==> config.mk <==
export PLATFORM = sky130hd
export DESIGN_NAME = fifo_burst_reader_flat
export DESIGN_NICKNAME = d
export VERILOG_FILES = /design/src/rtl/fifo_burst_pkg.sv /design/src/rtl/fifo_burst_reader_if.sv /design/src/rtl/fifo_burst_obuf.sv /design/src/rtl/fifo_burst_reader.sv /design/src/flat_wrapper.sv
export SDC_FILE = /design/constraint.sdc
export NUM_CORES = 1
export LEC_CHECK = 0
export BUFFER_PORTS_ARGS = -buffer_cell sky130_fd_sc_hd__buf_2
export CORE_AREA = 2 2 89 91
export CTS_CLUSTER_DIAMETER = 100
export DETAILED_ROUTE_END_ITERATION = 12
export DIE_AREA = 0 0 91 93
export GPL_TIMING_DRIVEN = 0
export PLACE_DENSITY = 0.68
export SLEW_MARGIN = 30
export SYNTH_ARGS = -nofsm -noshare
export SYNTH_HDL_FRONTEND = slang
export SYNTH_SLANG_ARGS = --single-unit
==> constraint.sdc <==
create_clock -name clk_i -period 2.8 [get_ports clk_i]
set_input_delay 0.28 -clock clk_i [delete_from_list [all_inputs] [get_ports clk_i]]
set_output_delay 0.28 -clock clk_i [all_outputs]
set_load 0.01 [all_outputs]
==> src/rtl/fifo_burst_pkg.sv <==
// fifo_burst_pkg: shared FSM state type and burst sizing helper for fifo_burst_reader
package fifo_burst_pkg;
  typedef enum logic [1:0] {IDLE, BURST, DRAIN} state_e;
  function automatic int unsigned min_beats(input int unsigned usage, input int unsigned len);
    return (usage < len) ? usage : len;
  endfunction
endpackage

==> src/rtl/fifo_burst_reader_if.sv <==
// fifo_burst_reader_if: upstream FIFO pop port plus downstream valid/ready burst stream
//   fifo_empty/fifo_usage/fifo_data in, fifo_pop out; valid/data/burst_last out, ready in
//   master = reader side, slave = FIFO + consumer side
interface fifo_burst_reader_if
  import fifo_burst_pkg::*;
#(
  parameter int DATA_WIDTH = 32,
  parameter int DEPTH = 8,
  parameter type dtype = logic [DATA_WIDTH-1:0]
);
  localparam int ADDR_DEPTH = (DEPTH > 1) ? $clog2(DEPTH) : 1;
  logic fifo_empty;
  logic [ADDR_DEPTH:0] fifo_usage;
  dtype fifo_data;
  logic fifo_pop;
  logic valid;
  logic ready;
  dtype data;
  logic burst_last;
  modport master(input fifo_empty, fifo_usage, fifo_data, ready, output fifo_pop, valid, data, burst_last);
  modport slave(output fifo_empty, fifo_usage, fifo_data, ready, input fifo_pop, valid, data, burst_last);
endinterface

==> src/rtl/fifo_burst_obuf.sv <==
// fifo_burst_obuf: 2-entry registered stream buffer carrying {last, payload}
//   clk/rst/flush: clock, sync reset, one-cycle clear
//   push/push_data/push_last: write side (never pushed while full)
//   full: both entries occupied; valid/ready/data/last: stream head
module fifo_burst_obuf
  import fifo_burst_pkg::*;
#(
  parameter type dtype = logic [31:0]
) (
  input  logic clk,
  input  logic rst,
  input  logic flush,
  input  logic push,
  input  dtype push_data,
  input  logic push_last,
  output logic full,
  output logic valid,
  input  logic ready,
  output dtype data,
  output logic last
);
  logic [1:0] count;
  dtype d0, d1;
  logic l0, l1;
  logic hs;
  assign valid = count != 2'd0;
  assign full = count == 2'd2;
  assign hs = valid && ready;
  assign data = d0;
  assign last = l0;
  // Head refills from entry 1, or straight from the push when it is the only entry leaving.
  always_ff @(posedge clk) begin
    if (rst || flush) begin
      count <= '0;
      d0 <= '0;
      d1 <= '0;
      l0 <= 1'b0;
      l1 <= 1'b0;
    end else begin
      count <= count + 2'(push) - 2'(hs);
      if (hs) begin
        d0 <= (push && count == 2'd1) ? push_data : d1;
        l0 <= (push && count == 2'd1) ? push_last : l1;
      end else if (push && count == 2'd0) begin
        d0 <= push_data;
        l0 <= push_last;
      end
      if (push && (hs ? count == 2'd2 : count == 2'd1)) begin
        d1 <= push_data;
        l1 <= push_last;
      end
    end
  end
endmodule

==> src/rtl/fifo_burst_reader.sv <==
// fifo_burst_reader: drains a non-fall-through FIFO into a valid/ready stream in counted bursts
//   clk_i/rst_i: clock, sync active-high reset; flush_i: abort burst, clear state
//   bus (master): FIFO empty/usage/data in, pop out; stream valid/data/burst_last out, ready in
//   busy_o: FSM not idle
module fifo_burst_reader
  import fifo_burst_pkg::*;
#(
  parameter int DATA_WIDTH = 32,
  parameter int DEPTH = 8,
  parameter int BURST_LEN = 4,
  parameter int TIMEOUT = 16,
  parameter type dtype = logic [DATA_WIDTH-1:0]
) (
  input  logic clk_i,
  input  logic rst_i,
  input  logic flush_i,
  output logic busy_o,
  fifo_burst_reader_if.master bus
);
  localparam int ADDR_DEPTH = (DEPTH > 1) ? $clog2(DEPTH) : 1;
  localparam int UW = ADDR_DEPTH + 1;
  localparam int BW = $clog2(BURST_LEN + 1);
  localparam int TW = (TIMEOUT > 0) ? $clog2(TIMEOUT + 1) : 1;
  localparam logic [UW-1:0] BL_U = UW'(BURST_LEN);
  localparam logic [TW-1:0] TO_T = TW'(TIMEOUT);
  if (DEPTH < 1) begin : g_bad_depth
    $error("fifo_burst_reader: DEPTH must be >= 1");
  end
  if (BURST_LEN < 1 || BURST_LEN > DEPTH) begin : g_bad_len
    $error("fifo_burst_reader: BURST_LEN must be in 1..DEPTH");
  end
  state_e state, state_n;
  logic [BW-1:0] beats, beats_n;
  logic [TW-1:0] timer, timer_n;
  logic clr, go, pop, full, valid, last, hs;
  dtype data;
  assign clr = rst_i || flush_i;
  assign hs = valid && bus.ready;
  always_comb begin
    go = bus.fifo_usage >= BL_U || (TIMEOUT != 0 && bus.fifo_usage != '0 && timer == TO_T);
    // full is registered, so ready never reaches pop combinationally
    pop = state == BURST && !bus.fifo_empty && beats != '0 && !full && !clr;
    state_n = (state == IDLE && go) ? BURST :
              (state == BURST && pop && beats == BW'(1)) ? DRAIN :
              (state == DRAIN && hs && last) ? IDLE : state;
    beats_n = (state == IDLE && go) ? BW'(min_beats(32'(bus.fifo_usage), BURST_LEN)) :
              pop ? beats - BW'(1) : beats;
    timer_n = (state != IDLE || go || bus.fifo_usage == '0) ? '0 :
              (timer == TO_T) ? timer : timer + TW'(1);
  end
  always_ff @(posedge clk_i) begin
    if (clr) begin
      state <= IDLE;
      beats <= '0;
      timer <= '0;
    end else begin
      state <= state_n;
      beats <= beats_n;
      timer <= timer_n;
    end
  end
  fifo_burst_obuf #(.dtype(dtype)) u_obuf (
    .clk(clk_i),
    .rst(rst_i),
    .flush(flush_i),
    .push(pop),
    .push_data(bus.fifo_data),
    .push_last(beats == BW'(1)),
    .full(full),
    .valid(valid),
    .ready(bus.ready),
    .data(data),
    .last(last)
  );
  assign bus.fifo_pop = pop;
  assign bus.valid = valid;
  assign bus.data = data;
  assign bus.burst_last = last;
  assign busy_o = state != IDLE;
endmodule

==> src/flat_wrapper.sv <==
// flat-port wrapper written by rule: the top's interface ports become plain ports
module fifo_burst_reader_flat import fifo_burst_pkg::*;
#(
  parameter int DATA_WIDTH = 32,
  parameter int DEPTH = 8,
  parameter int BURST_LEN = 4,
  parameter int TIMEOUT = 16,
  parameter type dtype = logic [DATA_WIDTH-1:0]
)
  (clk_i, rst_i, flush_i, busy_o, bus_fifo_empty, bus_fifo_usage, bus_fifo_data, bus_ready, bus_fifo_pop, bus_valid, bus_data, bus_burst_last);
  fifo_burst_reader_if #(.DATA_WIDTH(DATA_WIDTH), .DEPTH(DEPTH), .dtype(dtype)) bus_i ();
  input  logic clk_i;
  input  logic rst_i;
  input  logic flush_i;
  output logic busy_o;
  input wire logic [$bits(bus_i.fifo_empty)-1:0] bus_fifo_empty;
  input wire logic [$bits(bus_i.fifo_usage)-1:0] bus_fifo_usage;
  input wire logic [$bits(bus_i.fifo_data)-1:0] bus_fifo_data;
  input wire logic [$bits(bus_i.ready)-1:0] bus_ready;
  output wire logic [$bits(bus_i.fifo_pop)-1:0] bus_fifo_pop;
  output wire logic [$bits(bus_i.valid)-1:0] bus_valid;
  output wire logic [$bits(bus_i.data)-1:0] bus_data;
  output wire logic [$bits(bus_i.burst_last)-1:0] bus_burst_last;
  assign bus_i.fifo_empty = bus_fifo_empty;
  assign bus_i.fifo_usage = bus_fifo_usage;
  assign bus_i.fifo_data = bus_fifo_data;
  assign bus_i.ready = bus_ready;
  assign bus_fifo_pop = bus_i.fifo_pop;
  assign bus_valid = bus_i.valid;
  assign bus_data = bus_i.data;
  assign bus_burst_last = bus_i.burst_last;
  fifo_burst_reader #(.DATA_WIDTH(DATA_WIDTH), .DEPTH(DEPTH), .BURST_LEN(BURST_LEN), .TIMEOUT(TIMEOUT), .dtype(dtype)) u_core (.clk_i(clk_i), .rst_i(rst_i), .flush_i(flush_i), .busy_o(busy_o), .bus(bus_i));
endmodule
==> run metrics, run 1 <==
status=completed; Layout area overhead=21.4%; Hold Violations, Final=0; CP Capture Type=register; Syn Nets=466; initial antenna violation count=0; Worst Max-Slew Pin Slew=0.522 ns; Final HPWL DP=6070 um; port bufs=76; highest clock rate=0.437 GHz; num rows=32; vias per inst=5.13; area leader, netlist=dfxtp_1; Req. time, crit path=3.02 ns; Post-synth ARST share=0; Setup Skew=0.00819 ns; Yosys top cell area share=0.473; pre-CTS setup slack=0.197 ns; WL met3=487 um; fraction of layout cells with a size suffix above 1=0.218; Synth Instances=418; Starting Density=0.439; Main synth FF type=dfxtp_1; DR iter-0 viols=181; Total GRT Usage=0.203; Setup WS post-layout=0.514 ns; Max Fanout on Critical Path=9; YS warnings=0; clk sink count=78; vias in the first global route=2979; worst min path class=in2reg; Crit Path Class=reg2reg; number of synthesized register bits=78; FF+latch area=1560 um2; fillers=816; final slew viol count=0; Met1 Wirelength=3980 um; Routed wire per std cell=13.7 um; GRT Residual Overflow=0; H-tree depth=3; clock latency on the worst-skew pair=0.35 ns; distinct cell type count after synthesis=43; drt first pass iters=4; setup violators final=0; CP startpoint kind=register; die area=8460 um2; io pins=77; CTS tree=yes; Pwr Density=514 nW/um2; post-route ant nets=0; area of the multi-input gates=1540 um2; Period minus WS final=2.29 ns; Post-Syn Area=3300 um2; # resized after CTS=0; clk slew on worst S/H paths=0.08 ns; total vias in the final route=3139; # diodes=0; max cap viols=0; clock root cell=clkbuf_8; Rel. slew slack=0.652; Longest Clk Path Bufs=2; CTS Hold Bufs=0; setup bufs post-CTS=0; RSZ-0062 raised after global routing=no; final net count=553; DR WL met2=3820 um; TNS Setup=0 ns; Area contributors post-synth=dfxtp_1 (47%), nand2_1 (15%), a31oi_1 (6.3%), a21oi_1 (5.6%), o21ai_0 (4.1%); Num CTS Buffers=9; Die Y=93 um; pin count of the biggest net entering global routing=14; syn_area_per_cell=7.90 um2; die width=91 um; Max VDD drop=0.330 mV; Seq/Total Area, Yosys=0.473; final WL=8380 um; LEAKAGE=0.00167 uW; Arr. time, crit path=2.50 ns; DRC errors left=0; EDFF count, synth=0; first-pass GRT wire length=14000 um; top sig layer=met4; Core ar.=7530 um2; final worst-path cycle share=0.816; Final GP Congestion=0.870
==> worst max-delay path: stages, from the launching register on <==
cell	delay [ns]
dfxtp_1	0.43
nor3b_1	0.35
nand4_1	0.39
ha_1	0.44
inv_1	0.04
ha_1	0.17
xnor2_1	0.16
xnor2_1	0.13
nor2_1	0.05
==> cell families after synthesis <==
family | after synthesis | synth area share
AOI/OAI and AO/OA | 121 | 0.213
xor gates and xnor gates | 5 | 0.0133
adders and majority gates | 7 | 0.0265
buffers and inverters | 40 | 0.0598
DFF | 78 | 0.473
and+or+nand+nor | 167 | 0.214
==> routing by layer <==
metal | track usage | up-vias
li1 | - | 1601
met1 | 0.263 | 1444
met2 | 0.333 | 85
met3 | 0.0532 | 9
met4 | 0.0606 | 0
met5 | 0 | -
==> through the flow <==
stage / instance area, um2 / total power (uW) / utilization / instances / hold WS [ns]
6_report: 4010 / 2060 / 0.533 / 612 / 0.176
5_1_grt: 4010 / 2140 / 0.533 / 612 / 0.167
4_1_cts: 4010 / 2070 / 0.533 / 612 / 0.165
3_5_place_dp: 3810 / 1240 / 0.506 / 596 / 0.447
3_3_place_gp: 3810 / 1240 / 0.506 / 596 / 0.441
2_1_floorplan: 3300 / 1190 / - / 418 / 0.416
==> path summary, 6_finish.rpt <==
kind | start | end | slack (ns) | depth (start not counted)
hold reg to reg | u_core.u_obuf.d1[0] | u_core.u_obuf.d1[0] | 0.46 | 2
hold / removal | bus_fifo_data[10] | u_core.u_obuf.d1[10] | 0.18 | 3
setup reg to reg | u_core.state[0] | u_core.u_obuf.count[1] | 0.51 | 8
setup / recovery | u_core.state[0] | u_core.u_obuf.count[1] | 0.51 | 8
==> placed cells by master, fill, tap and decap left out, types with 2 or more instances in the layout <==
cell type     n
ha_1          7
nor3b_1       2
or2_1         2
inv_1        11
nand2b_1      3
buf_6         4
nor3_1        2
nand3_1       2
clkbuf_1     13
dfxtp_1      78
o211ai_1      2
nor2b_1       2
nor2_1        8
clkinvlp_4    2
a21oi_1      37
a31oi_1      33
xnor2_1       3
o21ai_1      13
nand2_1     134
o21ai_0      27
clkbuf_8     10
buf_2        87
xor2_1        2
nand4_1       2
==> layout make-up <==
cell class,instances,share of cell area
Tap cell,102,0.0318
Timing Repair Buffer,76,0.0948
Sequential cell,78,0.389
Buffer,29,0.0390
Inverter,11,0.0103
Multi-Input combinational cell,300,0.385
Clock buffer,11,0.0352
Clock inverter,5,0.0147
==> state kept, by name, summed over array words and instances, names as in the netlist <==
name and cells:
u_core.state 2, u_core.u_obuf.last 1, u_core.beats 3, u_core.u_obuf.data 32
u_core.u_obuf.count 2, u_core.u_obuf.d1 32, u_core.u_obuf.l1 1, u_core.timer 5
==> synthesized netlist by cell type (2+ instances only) <==
cell	number
a21oi_1	37
a31oi_1	33
buf_2	11
buf_6	4
clkbuf_1	12
dfxtp_1	78
ha_1	7
inv_1	11
nand2_1	134
nand2b_1	3
nand3_1	2
nand4_1	2
nor2_1	8
nor2b_1	2
nor3_1	2
nor3b_1	2
o211ai_1	2
o21ai_0	27
o21ai_1	13
or2_1	2
xnor2_1	3
xor2_1	2
==> power by group <==
part / internal (uW) / switching, uW / total [uW]
Combinational: 39.5 / 59.9 / 99.4
Clock: 436 / 410 / 847
Sequential: 1110 / 3.17 / 1110
Total: 1590 / 473 / 2060
No activity file was read; power rests on OpenSTA's default activity.
==> inputs of run 2 (changes only) <==
--- a/config.mk
+++ b/config.mk
@@ -5,13 +5,14 @@
 export SDC_FILE = /design/constraint.sdc
 export NUM_CORES = 1
 export LEC_CHECK = 0
+export ABC_AREA = 1
 export BUFFER_PORTS_ARGS = -buffer_cell sky130_fd_sc_hd__buf_2
-export CORE_AREA = 2 2 89 91
+export CORE_AREA = 2 2 96 98
 export CTS_CLUSTER_DIAMETER = 100
 export DETAILED_ROUTE_END_ITERATION = 12
-export DIE_AREA = 0 0 91 93
+export DIE_AREA = 0 0 98 100
 export GPL_TIMING_DRIVEN = 0
-export PLACE_DENSITY = 0.68
+export PLACE_DENSITY = 0.69
 export SLEW_MARGIN = 30
 export SYNTH_ARGS = -nofsm -noshare
 export SYNTH_HDL_FRONTEND = slang
==> constraint.sdc (replaced) <==
create_clock -name clk_i -period 1.9 [get_ports clk_i]
set_input_delay 0.19 -clock clk_i [delete_from_list [all_inputs] [get_ports clk_i]]
set_output_delay 0.19 -clock clk_i [all_outputs]
set_load 0.01 [all_outputs]
==> run 2 against run 1 <==
Effect of this change:
- sequential share of layout area decreased by 5.2 points
- critical path depth up 1
- clock skew rose by 0.0052 ns
- register-to-register slack got worse by 0.44 ns
- die area up 16%
- flip-flop and latch count is the same
- largest power group unchanged
- highest routed layer unchanged
==> run metrics, run 2 <==
status=completed; Seq/Total Area, Yosys=0.406 (-0.0671); final WL=9930 um (+18%); Hold Violations, Final=0 (unchanged); final worst-path cycle share=0.968; Max Fanout on Critical Path=10 (+1); post-route ant nets=0 (unchanged); Slowest cell on crit path=dfxtp_2; Layout area overhead=21.0%; Starting Density=0.433 (-0.00575); fraction of layout cells with a size suffix above 1=0.247 (+0.0292); port bufs=76 (unchanged); initial antenna violation count=0 (unchanged); FF+latch area=1570 um2 (+0.48%); Design Area, Final=4660 um2 (+16%); Setup Skew=0.0134 ns (+0.00523 ns); final slew viol count=0 (unchanged); YS warnings=0 (unchanged); Arr. time, crit path=1.65 ns (-0.85 ns); Placement Cell Area=4370 um2 (+15%); Die Y=100 um (+7.5%); Worst Max-Slew Pin Slew=0.527 ns (+0.00499 ns); Period minus WS final=1.84 ns; Final HPWL DP=7060 um (+16%); LEAKAGE=0.00204 uW (+23%); io pins=77 (unchanged); highest clock rate=0.544 GHz; Yosys top cell area share=0.406 (-0.0671); setup violators final=0 (unchanged); syn_area_per_cell=7.01 um2 (-11%); DR iter-0 viols=191 (+5.5%); Post-synth ARST share=0 (unchanged); Num CTS Buffers=9 (unchanged); die width=98 um (+7.7%); max cap viols=0 (unchanged); Crit Path Class=reg2out; hold depth=3 (unchanged); drt first pass iters=4 (unchanged); vias in the first global route=3729 (+25%); EDFF count, synth=0 (unchanged); Area contributors post-synth=dfxtp_1 (41%), nand3_1 (9.5%), nand2_1 (8.2%), nor2_1 (8.2%), a21oi_1 (8.1%); area of the multi-input gates=1860 um2 (+20%); Post-Syn Area=3850 um2 (+17%); num rows=35 (+9.4%); Routed wire per std cell=13.1 um (-4.0%); CP peak stage delay=0.34 ns (-0.10 ns); DRC errors left=0 (unchanged); CTS Hold Bufs=0 (unchanged); fillers=911 (+12%); Rel. slew slack=0.649 (-0.00333); most frequent cells in the layout=buf_2 (85), nand2_1 (84), nor2_1 (82); Core ar.=8890 um2 (+18%); final net count=687 (+24%); die area=9800 um2 (+16%); CTS tree=yes; commonest non-fill, non-tap cell in the layout=buf_2; distinct cell type count after synthesis=29 (-33%); clk sink count=78 (unchanged); R2R cell count=12 (+4); total vias in the final route=3824 (+22%); vias per inst=5.06 (-1.3%); Final GP Congestion=0.866 (-0.49%); Max VDD drop=0.347 mV (+5.0%); list of most frequent post-synthesis cells=nand2_1 (84), nor2_1 (84), dfxtp_1 (78), nand3_1 (73), a21oi_1 (62); H-tree depth=3 (unchanged); CP Capture Type=primary output; clock latency on the worst-skew pair=0.35 ns (about the same); Req. time, crit path=1.71 ns (-1.31 ns); GRT Residual Overflow=0 (unchanged); Syn Nets=597 (+28%); worst min path class=in2reg; Longest Clk Path Bufs=2 (unchanged); CP startpoint kind=register; # diodes=0 (unchanged); number of synthesized register bits=78 (unchanged); Total GRT Usage=0.212 (+0.00958); first-pass GRT wire length=17100 um (+23%); Pwr Density=670 nW/um2 (+30%); area leader, netlist=dfxtp_1; clock root cell=clkbuf_8; critical-path cell list=inv_2, ha_2, inv_1, nor2_2, nor2_4, nand2_4, inv_8, buf_6, buf_2; clk slew on worst S/H paths=0.09 ns (about the same); pin count of the biggest net entering global routing=20 (+6); Main synth FF type=dfxtp_1; TNS Setup=0 ns (unchanged); Synth Instances=549 (+31%)
[run 2: cell types whose count changed after synthesis, moves of 8 or more]
cell	previous run	this run
nor2_1	8	84
buf_4	1	9
a31oi_1	33	0
nand2_1	134	84
nand3_1	2	73
inv_1	11	53
a21oi_2	0	10
o21ai_0	27	37
a21oi_1	37	62
o21ai_1	13	0
[run 2: routing by layer]
metal | wire length (um) | GRT usage | vias to the layer above
li1 | - | - | 1940
met1 | 4410 | 0.266 | 1762
met2 | 4830 | 0.371 | 112
met3 | 548 | 0.0362 | 10
met4 | 143 | 0.0726 | 0
met5 | 0 | 0 | -
[run 2: kinds of logic after synthesis]
| family | share of synthesized area |
|---|---|
| compound gates | 0.151 |
| fa+ha+maj | 0.0227 |
| xor+xnor | 0.00683 |
| simple gates | 0.285 |
| mux | 0.00292 |
| flops | 0.406 |
| buf+inv | 0.125 |
[run 2: what timing repair did]
item | CTS | global route
resized for setup | 9 | 11
pin swaps | 1 | 4
setup endpoints to repair | 2 | 13
buffers inserted | 1 | 3
gates cloned | 0 | 0
[run 2: metrics by stage]
| step | setup WS, ns | hold slack [ns] | total power, uW | util | std cells |
|---|---|---|---|---|---|
| floorplan | 0.0499 | 0.355 | 1760 | - | 549 |
| global placement | -0.0622 | 0.447 | 1840 | 0.491 | 736 |
| detailed placement | -0.118 | 0.452 | 1840 | 0.491 | 736 |
| CTS | 0.00428 | 0.108 | 3150 | 0.517 | 752 |
| global route | -0.0213 | 0.119 | 3230 | 0.524 | 755 |
| finish | 0.0617 | 0.119 | 3120 | 0.524 | 755 |
[run 2: final cells by class]
cell class,instances,area share
Sequential cell,78,0.337
Clock buffer,11,0.0325
Tap cell,111,0.0298
Timing Repair Buffer,80,0.0881
Buffer,36,0.0532
Multi-Input combinational cell,375,0.398
Inverter,59,0.0492
Clock inverter,5,0.0121
[run 2: path summary, 6_finish.rpt]
kind | start | to | slack, ns
worst max-delay path | u_core.beats[0] | bus_fifo_pop | 0.06
worst min-delay path | bus_fifo_data[2] | u_core.u_obuf.d1[2] | 0.12
worst max register to register | u_core.beats[0] | u_core.u_obuf.count[1] | 0.07
worst min register to register | u_core.u_obuf.d1[31] | u_core.u_obuf.d1[31] | 0.47
[run 2: power by group]
group | total [uW] | internal [uW] | switching [uW] | leakage [uW]
logic | 166 | 65.4 | 101 | 0.00131
clock network | 1310 | 680 | 633 | 0.000106
registers | 1640 | 1640 | 4.77 | 0.000631
total | 3120 | 2380 | 739 | 0.00204
[run 2: critical path, delay by kind of cell, from the launching register on]
family                     cells  cell delay, ns
DFF                            1            0.34
buffers and inverters          5            0.50
and+or+nand+nor                3            0.29
adders and majority gates      1            0.17
